<file path="config.mk">
export PLATFORM = sky130hd
export DESIGN_NAME = data_island_scheduler
export DESIGN_NICKNAME = d
export VERILOG_FILES = /design/src/rtl/hdmi_island_pkg.sv /design/src/rtl/rr_priority_arbiter.sv /design/src/rtl/data_island_scheduler.sv
export SDC_FILE = /design/constraint.sdc
export NUM_CORES = 1
export LEC_CHECK = 0
export ABC_AREA = 1
export CAP_MARGIN = 40
export CORE_AREA = 2 2 497 499
export DETAILED_ROUTE_END_ITERATION = 7
export DIE_AREA = 0 0 499 501
export SKIP_CTS_REPAIR_TIMING = 1
export SLEW_MARGIN = 10
export SYNTH_ARGS = -nofsm -noshare
export SYNTH_HDL_FRONTEND = slang
export SYNTH_SLANG_ARGS = --single-unit
</file>
<file path="constraint.sdc">
create_clock -name clk_pixel -period 5.7 [get_ports clk_pixel]
set_input_delay 0.57 -clock clk_pixel [delete_from_list [all_inputs] [get_ports clk_pixel]]
set_output_delay 0.57 -clock clk_pixel [all_outputs]
set_load 0.02 [all_outputs]
</file>
<file path="src/rtl/hdmi_island_pkg.sv">
// Shared encodings and period lengths for the HDMI data island scheduler.
package hdmi_island_pkg;

    localparam int PREAMBLE_LEN = 8;
    localparam int GUARD_LEN    = 2;
    localparam int PACKET_LEN   = 32;
    localparam int CTRL_GAP_MIN = 12;
    localparam int HEADER_W     = 24;
    localparam int SUB_W        = 224;

    typedef enum logic [1:0] {
        MODE_CTRL     = 2'd0,
        MODE_PREAMBLE = 2'd1,
        MODE_GUARD    = 2'd2,
        MODE_DATA     = 2'd3
    } mode_t;

    typedef enum logic [2:0] {
        ST_IDLE,
        ST_PREAMBLE,
        ST_LGUARD,
        ST_DATA,
        ST_TGUARD
    } state_t;

endpackage

</file>
<file path="src/rtl/rr_priority_arbiter.sv">
// Combinational arbiter: source 0 has strict priority, sources 1..N_SRC-1
// share round-robin order starting at ptr.
module rr_priority_arbiter #(
    parameter int N_SRC = 4,
    parameter int PW    = (N_SRC > 2) ? $clog2(N_SRC) : 1
) (
    input  logic [N_SRC-1:0] req,
    input  logic [PW-1:0]    ptr,
    output logic [N_SRC-1:0] winner,
    output logic             any,
    output logic [PW-1:0]    next_ptr
);

    logic [N_SRC-1:0]          hi_req;
    logic [N_SRC-1:0]          lo_req;
    logic [N_SRC-1:0]          hi_pick;
    logic [N_SRC-1:0]          lo_pick;
    logic [N_SRC-1:0]          rr_win;
    logic [PW-1:0][N_SRC-1:0]  nxt_col;
    logic [PW-1:0]             rr_next;

    // Requesters at or above ptr come first, the rest wrap around behind them.
    generate
        for (genvar gi = 0; gi < N_SRC; gi++) begin : g_src
            localparam logic [PW-1:0] NXT = (gi == N_SRC - 1) ? PW'(1) : PW'(gi + 1);
            if (gi == 0) begin : g_prio
                assign hi_req[gi] = 1'b0;
                assign lo_req[gi] = 1'b0;
            end else begin : g_rr
                assign hi_req[gi] = req[gi] && (PW'(gi) >= ptr);
                assign lo_req[gi] = req[gi] && (PW'(gi) <  ptr);
            end
            for (genvar gj = 0; gj < PW; gj++) begin : g_nxt
                assign nxt_col[gj][gi] = NXT[gj];
            end
        end
        for (genvar gj = 0; gj < PW; gj++) begin : g_ptr
            assign rr_next[gj] = |(nxt_col[gj] & rr_win);
        end
    endgenerate

    assign hi_pick  = hi_req & (~hi_req + N_SRC'(1));
    assign lo_pick  = lo_req & (~lo_req + N_SRC'(1));
    assign rr_win   = (|hi_req) ? hi_pick : lo_pick;
    assign any      = |req;
    assign winner   = req[0] ? N_SRC'(1) : rr_win;
    assign next_ptr = (!req[0] && (|rr_win)) ? rr_next : ptr;

endmodule

</file>
<file path="src/rtl/data_island_scheduler.sv">
// Sequences HDMI data islands in blanking and picks the source for each
// 32-pixel packet slot; latches that source's header/subpackets.
module data_island_scheduler
    import hdmi_island_pkg::*;
#(
    parameter int N_SRC       = 4,
    parameter int MAX_PACKETS = 18
) (
    input  logic                   clk_pixel,
    input  logic                   reset_n,
    input  logic                   island_allow,
    input  logic [N_SRC-1:0]       req,
    input  logic [N_SRC*24-1:0]    header_in,
    input  logic [N_SRC*224-1:0]   sub_in,
    output logic [N_SRC-1:0]       grant,
    output logic [1:0]             mode,
    output logic [23:0]            header,
    output logic [223:0]           sub,
    output logic [4:0]             packet_cnt
);

    localparam int PW    = (N_SRC > 2) ? $clog2(N_SRC) : 1;
    localparam int PKT_W = $clog2(MAX_PACKETS + 1);
    localparam int PAY_W = HEADER_W + SUB_W;

    state_t                     state_reg;
    mode_t                      mode_reg;
    logic [2:0]                 timer_reg;
    logic [4:0]                 packet_cnt_reg;
    logic [3:0]                 gap_cnt_reg;
    logic [PKT_W-1:0]           pkt_in_island_reg;
    logic [PW-1:0]              rr_ptr_reg;
    logic [HEADER_W-1:0]        header_reg;
    logic [SUB_W-1:0]           sub_reg;

    logic [N_SRC-1:0]           winner;
    logic                       any_req;
    logic [PW-1:0]              next_ptr;
    logic [PAY_W-1:0][N_SRC-1:0] pay_col;
    logic [PAY_W-1:0]           sel_pay;
    logic                       at_lguard_end;
    logic                       at_pkt_end;
    logic                       cont_island;
    logic                       load;

    rr_priority_arbiter #(
        .N_SRC (N_SRC),
        .PW    (PW)
    ) u_arb (
        .req      (req),
        .ptr      (rr_ptr_reg),
        .winner   (winner),
        .any      (any_req),
        .next_ptr (next_ptr)
    );

    // One-hot AND-OR mux of {header, sub}; a zero winner yields the null packet.
    generate
        for (genvar gi = 0; gi < N_SRC; gi++) begin : g_pay_src
            for (genvar gj = 0; gj < HEADER_W; gj++) begin : g_hdr
                assign pay_col[SUB_W + gj][gi] = header_in[gi*HEADER_W + gj];
            end
            for (genvar gj = 0; gj < SUB_W; gj++) begin : g_sub
                assign pay_col[gj][gi] = sub_in[gi*SUB_W + gj];
            end
        end
        for (genvar gi = 0; gi < PAY_W; gi++) begin : g_pay_bit
            assign sel_pay[gi] = |(pay_col[gi] & winner);
        end
    endgenerate

    assign at_lguard_end = (state_reg == ST_LGUARD) && (timer_reg == 3'(GUARD_LEN - 1));
    assign at_pkt_end    = (state_reg == ST_DATA) && (packet_cnt_reg == 5'(PACKET_LEN - 1));
    assign cont_island   = at_pkt_end && island_allow && any_req &&
                           (pkt_in_island_reg < PKT_W'(MAX_PACKETS));
    assign load          = at_lguard_end || cont_island;

    assign grant      = (load && reset_n) ? winner : '0;
    assign mode       = mode_reg;
    assign header     = header_reg;
    assign sub        = sub_reg;
    assign packet_cnt = packet_cnt_reg;

    always_ff @(posedge clk_pixel) begin
        if (!reset_n) begin
            state_reg         <= ST_IDLE;
            mode_reg          <= MODE_CTRL;
            timer_reg         <= '0;
            packet_cnt_reg    <= '0;
            gap_cnt_reg       <= 4'(CTRL_GAP_MIN);
            pkt_in_island_reg <= '0;
            rr_ptr_reg        <= PW'(1);
            header_reg        <= '0;
            sub_reg           <= '0;
        end else begin
            case (state_reg)
                ST_IDLE: begin
                    pkt_in_island_reg <= '0;
                    if (gap_cnt_reg < 4'(CTRL_GAP_MIN))
                        gap_cnt_reg <= gap_cnt_reg + 4'd1;
                    if (gap_cnt_reg == 4'(CTRL_GAP_MIN) && island_allow && any_req) begin
                        state_reg <= ST_PREAMBLE;
                        mode_reg  <= MODE_PREAMBLE;
                        timer_reg <= '0;
                    end
                end
                ST_PREAMBLE: begin
                    if (timer_reg == 3'(PREAMBLE_LEN - 1)) begin
                        state_reg <= ST_LGUARD;
                        mode_reg  <= MODE_GUARD;
                        timer_reg <= '0;
                    end else begin
                        timer_reg <= timer_reg + 3'd1;
                    end
                end
                ST_LGUARD: begin
                    if (at_lguard_end) begin
                        state_reg      <= ST_DATA;
                        mode_reg       <= MODE_DATA;
                        timer_reg      <= '0;
                        packet_cnt_reg <= '0;
                    end else begin
                        timer_reg <= timer_reg + 3'd1;
                    end
                end
                ST_DATA: begin
                    if (at_pkt_end) begin
                        packet_cnt_reg <= '0;
                        if (!cont_island) begin
                            state_reg <= ST_TGUARD;
                            mode_reg  <= MODE_GUARD;
                            timer_reg <= '0;
                        end
                    end else begin
                        packet_cnt_reg <= packet_cnt_reg + 5'd1;
                    end
                end
                ST_TGUARD: begin
                    if (timer_reg == 3'(GUARD_LEN - 1)) begin
                        state_reg   <= ST_IDLE;
                        mode_reg    <= MODE_CTRL;
                        timer_reg   <= '0;
                        gap_cnt_reg <= '0;
                    end else begin
                        timer_reg <= timer_reg + 3'd1;
                    end
                end
                default: begin
                    state_reg <= ST_IDLE;
                    mode_reg  <= MODE_CTRL;
                end
            endcase

            if (load) begin
                header_reg        <= sel_pay[PAY_W-1:SUB_W];
                sub_reg           <= sel_pay[SUB_W-1:0];
                pkt_in_island_reg <= pkt_in_island_reg + PKT_W'(1);
                rr_ptr_reg        <= next_ptr;
            end
        end
    end

endmodule

</file>
* Yosys cells after proc, flatten, opt, wreduce, memory -nomap -nowiden
Cells that the tools add are included.
Cells by class: reduce and logical (&&, ||, !) cells 280, magnitude comparators 8, equality and inequality tests 15, bitwise operators 252, $add $sub $neg 6, muxes and demuxes 32
Operator list (count):
- 4-bit bitwise AND | 250
- 4-bit OR reduction | 250
- 3-bit 2-to-1 mux | 12
- 3-bit one-hot mux with 5 select lines | 2
- 4-bit 2-to-1 mux | 5
- 5-bit 2-to-1 mux | 4
- 1-bit logical AND | 15
- 2-bit != test, second input constant | 7
- 4-bit by 1-bit adder with 4-bit output, second input constant | 3
- 2-bit 2-to-1 mux | 6
- 5-bit by 1-bit adder with 5-bit output, second input constant | 2
- 2-bit one-hot mux with 5 select lines | 1
- 5-bit one-hot mux with 2 select lines | 1
- 4-bit inverter | 2
- 4-bit one-hot mux with 2 select lines | 1
- 3-bit by 1-bit equality test with 1-bit output, second input constant | 2
- 3-bit by 2-bit equality test with 1-bit output, second input constant | 2
- 3-bit equality test, second input constant | 2
- 6-bit AND reduction | 1
- 2-bit nonzero test | 3
- 3-bit OR reduction | 2
- 5-bit equality test, second input constant | 1
- 5-bit < comparator, second input constant | 1
- 5-bit nonzero test | 1
- 14 further kinds | 17
Storage, ports and cells: output and inout port bits 259, word-level logic and storage cells 602, register bits after elaboration 272

* Logic depth before layout (Yosys ltp)
Gate-level depths: netlist (run 1).
depth after elaboration 9, depth in mapped cells 14, depth with buffers taken out 12

* Modules after synthesis
From an unflattened synthesis (run 1), not the netlist that was laid out.
Second synthesis, totals: cells, all modules 2202, area total of the unflattened synthesis 14860.5 um^2
By module, submodules not included:
- data_island_scheduler | area each 14720.4 um^2, sequential area each 5425.2 um^2, cells an instance 2173, times used 1
- rr_priority_arbiter | area each 140.1 um^2, sequential area each 0.0 um^2, cells an instance 29, times used 1

* Worst setup path before layout (run 1)
No wires, ideal clock.
path kind reg2out, from register packet_cnt_reg[0], in the netlist packet_cnt[0], to output grant[3], data arrival time 2181 ps, cell stages (with the launch flop) 13, buffers on the path 2, required time 5130 ps, slack 2949 ps, cell sequence dfxtp_1 ha_1 nand2_1 nor2_1 ha_1 nand2_1 inv_1 nand3_1 o21ai_2 buf_6 buf_6 nand2_1 nor3_1
Between the ends: word-level cells in the longest chain between the ends 8
Ends and longest elaborated chain:
- start: declaration | RTL line data_island_scheduler.sv:29 | logic [4:0] packet_cnt_reg;
- start signal: assignment | RTL line data_island_scheduler.sv:135 | packet_cnt_reg <= packet_cnt_reg + 5'd1;
- 5-bit equality test | RTL line data_island_scheduler.sv:73 | assign at_pkt_end = (state_reg == ST_DATA) && (packet_cnt_reg == 5'(PACKET_LEN - 1));
- 1-bit logical AND | RTL line data_island_scheduler.sv:73
- 1-bit logical AND (3 in series) | RTL line data_island_scheduler.sv:74 | assign cont_island = at_pkt_end && island_allow && any_req &&
- 1-bit logical OR | RTL line data_island_scheduler.sv:76 | assign load = at_lguard_end || cont_island;
- 1-bit logical AND | RTL line data_island_scheduler.sv:78 | assign grant = (load && reset_n) ? winner : '0;
- 4-bit 2-to-1 mux | RTL line data_island_scheduler.sv:78
- end: declaration | RTL line data_island_scheduler.sv:15 | output logic [N_SRC-1:0] grant,
Every way passes these cells.

* Worst setup path after layout (run 1)
from register packet_cnt_reg[0], in the netlist packet_cnt[0], to output grant[2]
The elaborated chain is that of the path after synthesis.

==> results of run 1 <==
==> final cells by class <==
type,count,area [sq um],share of cell area
sequential,271,5430,0.156
inverter,24,97.6,0.00280
timing repair buffer,1297,13100,0.375
antenna,94,235,0.00674
multi-input combinational,2405,10500,0.300
clock inverter,20,233,0.00667
clock buffer,60,1320,0.0377
tap,3220,4030,0.115
==> power by group through the flow <==
| stage | clock network [mW] | registers [mW] | logic, mW |
|---|---|---|---|
| 2_1_floorplan | 0 | 2.46 | 0.842 |
| 6_report | 3.06 | 2.22 | 2.58 |
| 3_5_place_dp | 0 | 2.26 | 2.60 |
| 5_1_grt | 3.23 | 2.25 | 2.78 |
| 3_3_place_gp | 0 | 2.25 | 2.59 |
| 4_1_cts | 3.20 | 2.22 | 2.61 |
==> cells by family after synthesis <==
kind of cell	count (synthesis)
xor+xnor	3
simple gates	2119
flops	271
buf+inv	275
fa+ha+maj	8
compound gates	275
==> synth_stat cells, drive strengths merged <==
cell type	number	share of area
a21oi	15	0.0044
buf	123	0.048
clkbuf	128	0.028
clkinv	1	0.00022
dfxtp	271	0.31
ha	8	0.0058
inv	23	0.0050
nand2	803	0.17
nand3	769	0.22
nand4	1	0.00036
nor2	545	0.12
nor3	1	0.00029
o21a	1	0.00044
o21ai	259	0.076
xor2	3	0.0015
==> cell usage in the layout, fill, tap and decap left out, types with 6 or more instances in the layout <==
master,count
a21oi_1,15
buf_12,12
buf_4,25
clkbuf_16,47
clkbuf_8,9
clkdlybuf4s50_1,1255
clkinv_2,7
clkinv_4,6
dfxtp_1,271
diode_2,94
ha_1,8
inv_1,21
nand2_1,802
nand3_1,769
nor2_1,544
o21ai_0,240
o21ai_1,17
==> worst paths after layout <==
kind,startpoint,end,depth (start not counted)
worst min-delay path,reset_n,rr_ptr_reg[0],2
worst max register to register,packet_cnt[0],sub[110],12
worst min register to register,pkt_in_island_reg[3],pkt_in_island_reg[3],2
worst max-delay path,packet_cnt[0],grant[2],11
==> per-layer routing <==
| layer | track usage | wire length (um) | vias up |
|---|---|---|---|
| li1 | - | - | 12000 |
| met1 | 0.159 | 72500 | 11700 |
| met2 | 0.253 | 90700 | 1507 |
| met3 | 0.0861 | 26000 | 570 |
| met4 | 0.0609 | 9960 | 184 |
| met5 | 0 | 1240 | - |
==> worst register-to-register path: cells and delay by family (launching register included) <==
family                   cells  cell delay (ns)
AO/OA/AOI/OAI                1             0.54
flip-flops                   1             0.39
AND/OR/NAND/NOR              7             1.29
buffers and inverters        2             0.53
adder cells (fa/ha/maj)      2             0.40
==> metrics by stage <==
stage,setup slack (ns),cells
4_1_cts,1.44,7296
3_3_place_gp,1.96,7214
2_1_floorplan,2.95,2951
3_5_place_dp,1.93,7216
6_report,1.56,7391
5_1_grt,1.26,7345
==> flow_metrics.py, run 1 <==
metrics = {
    "synth": {
        "synth_fa_ha_area_frac": 0.00580,
        "syn_avg_cell_area_sq_um": 5.85,
        "yosys_register_bits": 271,
        "synth_top_family_by_area": "simple AND/OR/NAND/NOR gates",
        "synthCells": 2951,
        "synth_warnings": 0,
        "yosys.area_share.simple": 0.517,
        "synth.distinct_cells": 23,
        "syn_area_sq_um": 17300,
        "synth_compound_area_frac": 0.0803,
        "syn-num-nets": 3958,
        "synth_xor_area_frac": 0.00152,
        "synth-seq-area-share": 0.314,
        "synth.area.mux_share": 0,
    },
    "layout": {
        "stdcell_area_sq_um": 34900,
        "post-route-util": 0.142,
        "largest_reg_flops": 224,
        "nets": 5051,
        "n_fill_cell": 28400,
        "syn_to_final_growth_pct": 102,
        "drive_gt1_frac": 0.0307,
    },
    "pwr": {
        "total_power_mw": 7.86,
        "leakagePower_nw": 12.8,
        "power_frac_clock": 0.389,
        "pwr-share-comb": 0.328,
        "switching_power_mw": 2.76,
        "p_per_area_nw_per_um2": 225,
        "irDropWorstVdd_mv": 0.186,
        "p_seq_frac": 0.283,
        "p_int_mw": 5.11,
        "swShare": 0.350,
    },
    "grt": {
        "antenna_found_initial": 286,
        "grt_overflow": 0,
        "grt_pass1_vias": 24300,
        "grt_pass1_wl_mm": 250,
        "grt_max_degree": 146,
        "grt_usage": 0.153,
    },
    "timing": {
        "max_freq_mhz": 241,
        "finalSetupTns_ns": 0,
        "finalCritPeriodShare": 0.727,
        "whs_ns": 0.386,
        "setup_viol": 0,
        "finClkSkew_ns": 0.0282,
        "hold_violations": 0,
        "drv_slew": 0,
        "period_minus_slack_ns": 4.14,
        "rsz0062_at_grt": "false",
        "relSlewSlack": 0.304,
        "tightest_slew_ns": 1.04,
    },
    "place": {
        "post_dp_cell_area_sq_um": 33100,
        "hpwl_mm": 170,
        "gp_congestion": 0.926,
        "portBuffers": 1257,
    },
    "detailed_routing": {
        "drt-wirelength-per-cell_um": 27.1,
        "wl_mm": 200,
        "firstDrtPassIters": 7,
        "drc_errors": 0,
        "vias": 26000,
        "ant_nets": 0,
        "viasPerCell": 3.51,
        "drtIter0Drc": 1983,
    },
    "setup_path": {
        "max_stage_delay_ns": 0.64,
        "critPathCaptureType": "primary output",
        "crit_family": "simple AND/OR/NAND/NOR gates",
        "worst_path_most_repeated_cell": "nand2_1",
        "arrival_ns": 3.57,
        "crit_required_ns": 5.13,
        "path_class": "flop to primary output",
        "cp.buffers_inverters": 2,
        "worst_path_max_delay_cell": "clkdlybuf4s50_1",
        "worstPathCellList": "ha_1, nand2_1, nor2_1, ha_1, nand2_1, inv_1, nand3_1, o21ai_4, nand2_1, nor2_1, clkdlybuf4s50_1",
        "r2r_setup_slack_ns": 2.44,
        "critical_path.max_fanout": 11,
        "worstSetupStartpointType": "flop",
    },
    "hold_path": {
        "hp-class": "input port to flop",
    },
    "floorplan": {
        "ioPinCount": 1258,
        "die_h_um": 501,
        "die_w_um": 499,
        "die-area_sq_um": 250000,
        "core_sq_um": 245000,
        "start_util": 0.0705,
        "fp-row-count": 182,
    },
    "cts": {
        "clk_pin_slew_worst_paths_ns": 0.05,
        "cts-root-buf": "clkbuf_16",
        "cts_sinks": 271,
        "h-tree-depth": 2,
        "cts_tree": "yes",
        "clk_path_buf_depth": 3,
        "clkLatencyLatePin_ns": 0.68,
        "cts_buffers": 45,
    },
    "run": {
        "maxCapViolations": 0,
    },
    "status": {
        "outcome": "complete, no violations",
    },
}
Power figures use the tool's default switching activity.
==> run 2, diff against run 1 <==
- clock period: 5.7 -> 3.95 ns (I/O delays scaled with it)
==> flow_metrics.py, run 2 (synthesis gave the netlist of run 1 again) <==
metrics = {
    "grt": {
        "globalRouteMet1Util": 0.157,
        "busiest_layer": "met2",
        "grtUsageMet2": 0.242,
        "grt_pass1_wl_mm": 245,
        "antenna_found_initial": 258,
        "grt_overflow": 0,
        "grt_usage": 0.150,
        "grt_pass1_vias": 24100,
        "grt_max_degree": 162,
        "use_met3": 0.0846,
    },
    "cts": {
        "clkLatencyLatePin_ns": 0.67,
        "cts-root-buf": "clkbuf_16",
        "cts_tree": "yes",
        "clk_pin_slew_worst_paths_ns": 0.06,
        "cts_buffers": 45,
        "h-tree-depth": 2,
        "clk_path_buf_depth": 3,
        "cts_sinks": 271,
    },
    "setup_path": {
        "worstSetupStartpointType": "flop",
        "r2r_cells": 15,
        "path_class": "flop to primary output",
        "critPathCaptureType": "primary output",
        "r2r_start": "packet_cnt[0]",
        "r2r-end": "sub[223]",
        "worstSetupStartpoint": "packet_cnt[0]",
        "crit_required_ns": 3.56,
        "arrival_ns": 3.15,
        "endpoint": "grant[2]",
        "critical_path.max_fanout": 5,
        "r2r_setup_slack_ns": 0.95,
    },
    "place": {
        "portBuffers": 1257,
        "gp_congestion": 0.917,
        "hpwl_mm": 168,
        "pre_cts_slack_ns": 0.821,
    },
    "hold_path": {
        "hp-start": "reset_n",
        "hp-class": "input port to flop",
    },
    "timing": {
        "finalSetupTns_ns": 0,
        "relSlewSlack": 0.383,
        "max_freq_mhz": 282,
        "period_minus_slack_ns": 3.54,
        "setup_viol": 0,
        "layout_setup_ws_ns": 0.406,
        "hold_violations": 0,
        "rsz0062_at_grt": "false",
        "whs_ns": 0.0810,
        "finClkSkew_ns": 0.0249,
        "tightest_slew_ns": 0.925,
        "drv_slew": 0,
        "finalCritPeriodShare": 0.897,
    },
    "detailed_routing": {
        "drtIter0Drc": 1875,
        "ant_nets": 0,
        "wl_mm": 196,
        "firstDrtPassIters": 8,
        "drc_errors": 0,
        "drt-wirelength-per-cell_um": 26.5,
        "viasPerCell": 3.51,
        "vias": 26000,
    },
    "floorplan": {
        "ioPinCount": 1258,
        "die-area_sq_um": 250000,
        "die_h_um": 501,
        "fp-row-count": 182,
        "die_w_um": 499,
        "core_sq_um": 245000,
        "start_util": 0.0705,
    },
    "pwr": {
        "p_per_area_nw_per_um2": 321,
        "leakagePower_nw": 13.0,
        "irDropWorstVdd_mv": 0.272,
    },
    "layout": {
        "n_fill_cell": 28400,
        "post-route-util": 0.143,
        "syn_to_final_growth_pct": 103,
        "final_common_cell": "clkdlybuf4s50_1",
        "drive_gt1_frac": 0.0354,
        "largest_reg_flops": 224,
        "layout_common_cells": "clkdlybuf4s50_1 (1255), nand2_1 (802), nand3_1 (769)",
        "nets": 5072,
    },
    "run": {
        "maxCapViolations": 0,
    },
    "status": {
        "outcome": "complete, no violations",
    },
}
## run 2: changes by cell type in the layout (fill, tap and decap cells not counted)
cell | previous run | this run
bufinv_16 | 4 | 3
buf_8 | 4 | 2
clkinv_2 | 7 | 10
clkinvlp_4 | 1 | 2
buf_4 | 25 | 39
inv_6 | 2 | 4
clkbuf_8 | 9 | 7
diode_2 | 94 | 73
buf_12 | 12 | 21
clkbuf_1 | 4 | 8
clkinv_4 | 6 | 2
## run 2: critical path, stage by stage, from the launching register on
cell	delay (ns)
dfxtp_1	0.41
ha_1	0.20
nand2_1	0.07
nor2_1	0.14
ha_1	0.22
nand2_1	0.07
inv_1	0.07
nand3_1	0.15
o21ai_4	0.22
nand2_1	0.13
nor2_1	0.18
clkdlybuf4s50_1	0.63
## run 2: worst min path at each step
stage / to / depth (start not counted)
5_1_grt: packet_cnt[2] / 3
3_5_place_dp: pkt_in_island_reg[0] / 1
3_3_place_gp: pkt_in_island_reg[3] / 2
2_1_floorplan: rr_ptr_reg[0] / 2
4_1_cts: packet_cnt[3] / 2
6_report: packet_cnt[3] / 2
## run 2: cell type report
cell class,count,area [sq um],share of cell area
repair buffers,1318,13300,0.380
multi-input cells,2405,10500,0.299
flip-flops and latches,271,5430,0.155
well taps,3220,4030,0.115
clock buffers,62,1300,0.0372
clock inverters,21,208,0.00593
diodes,73,183,0.00521
inverters,24,97.6,0.00278
## run 2: power breakdown
part           switching, mW  internal (mW)  leakage (nW)
logic                   1.97           1.79          10.0
registers              0.178           3.03          2.19
clock network           1.77           2.50         0.748
total                   3.92           7.31          13.0
## run 2: stage by stage
stage	cells	total power, mW	cell area, sq um
CTS	7319	11.4	34800
global placement	7236	7.03	33300
finish	7394	11.2	35000
global route	7365	11.8	35000
floorplan	2951	4.77	17300
detailed placement	7236	7.04	33300
## run 2: per-layer routing
metal  vias up  part of all wire
met5         -            0.0058
met4       164             0.056
met3       541              0.13
met2      1550              0.44
met1     11700              0.36
li1      12000                 -
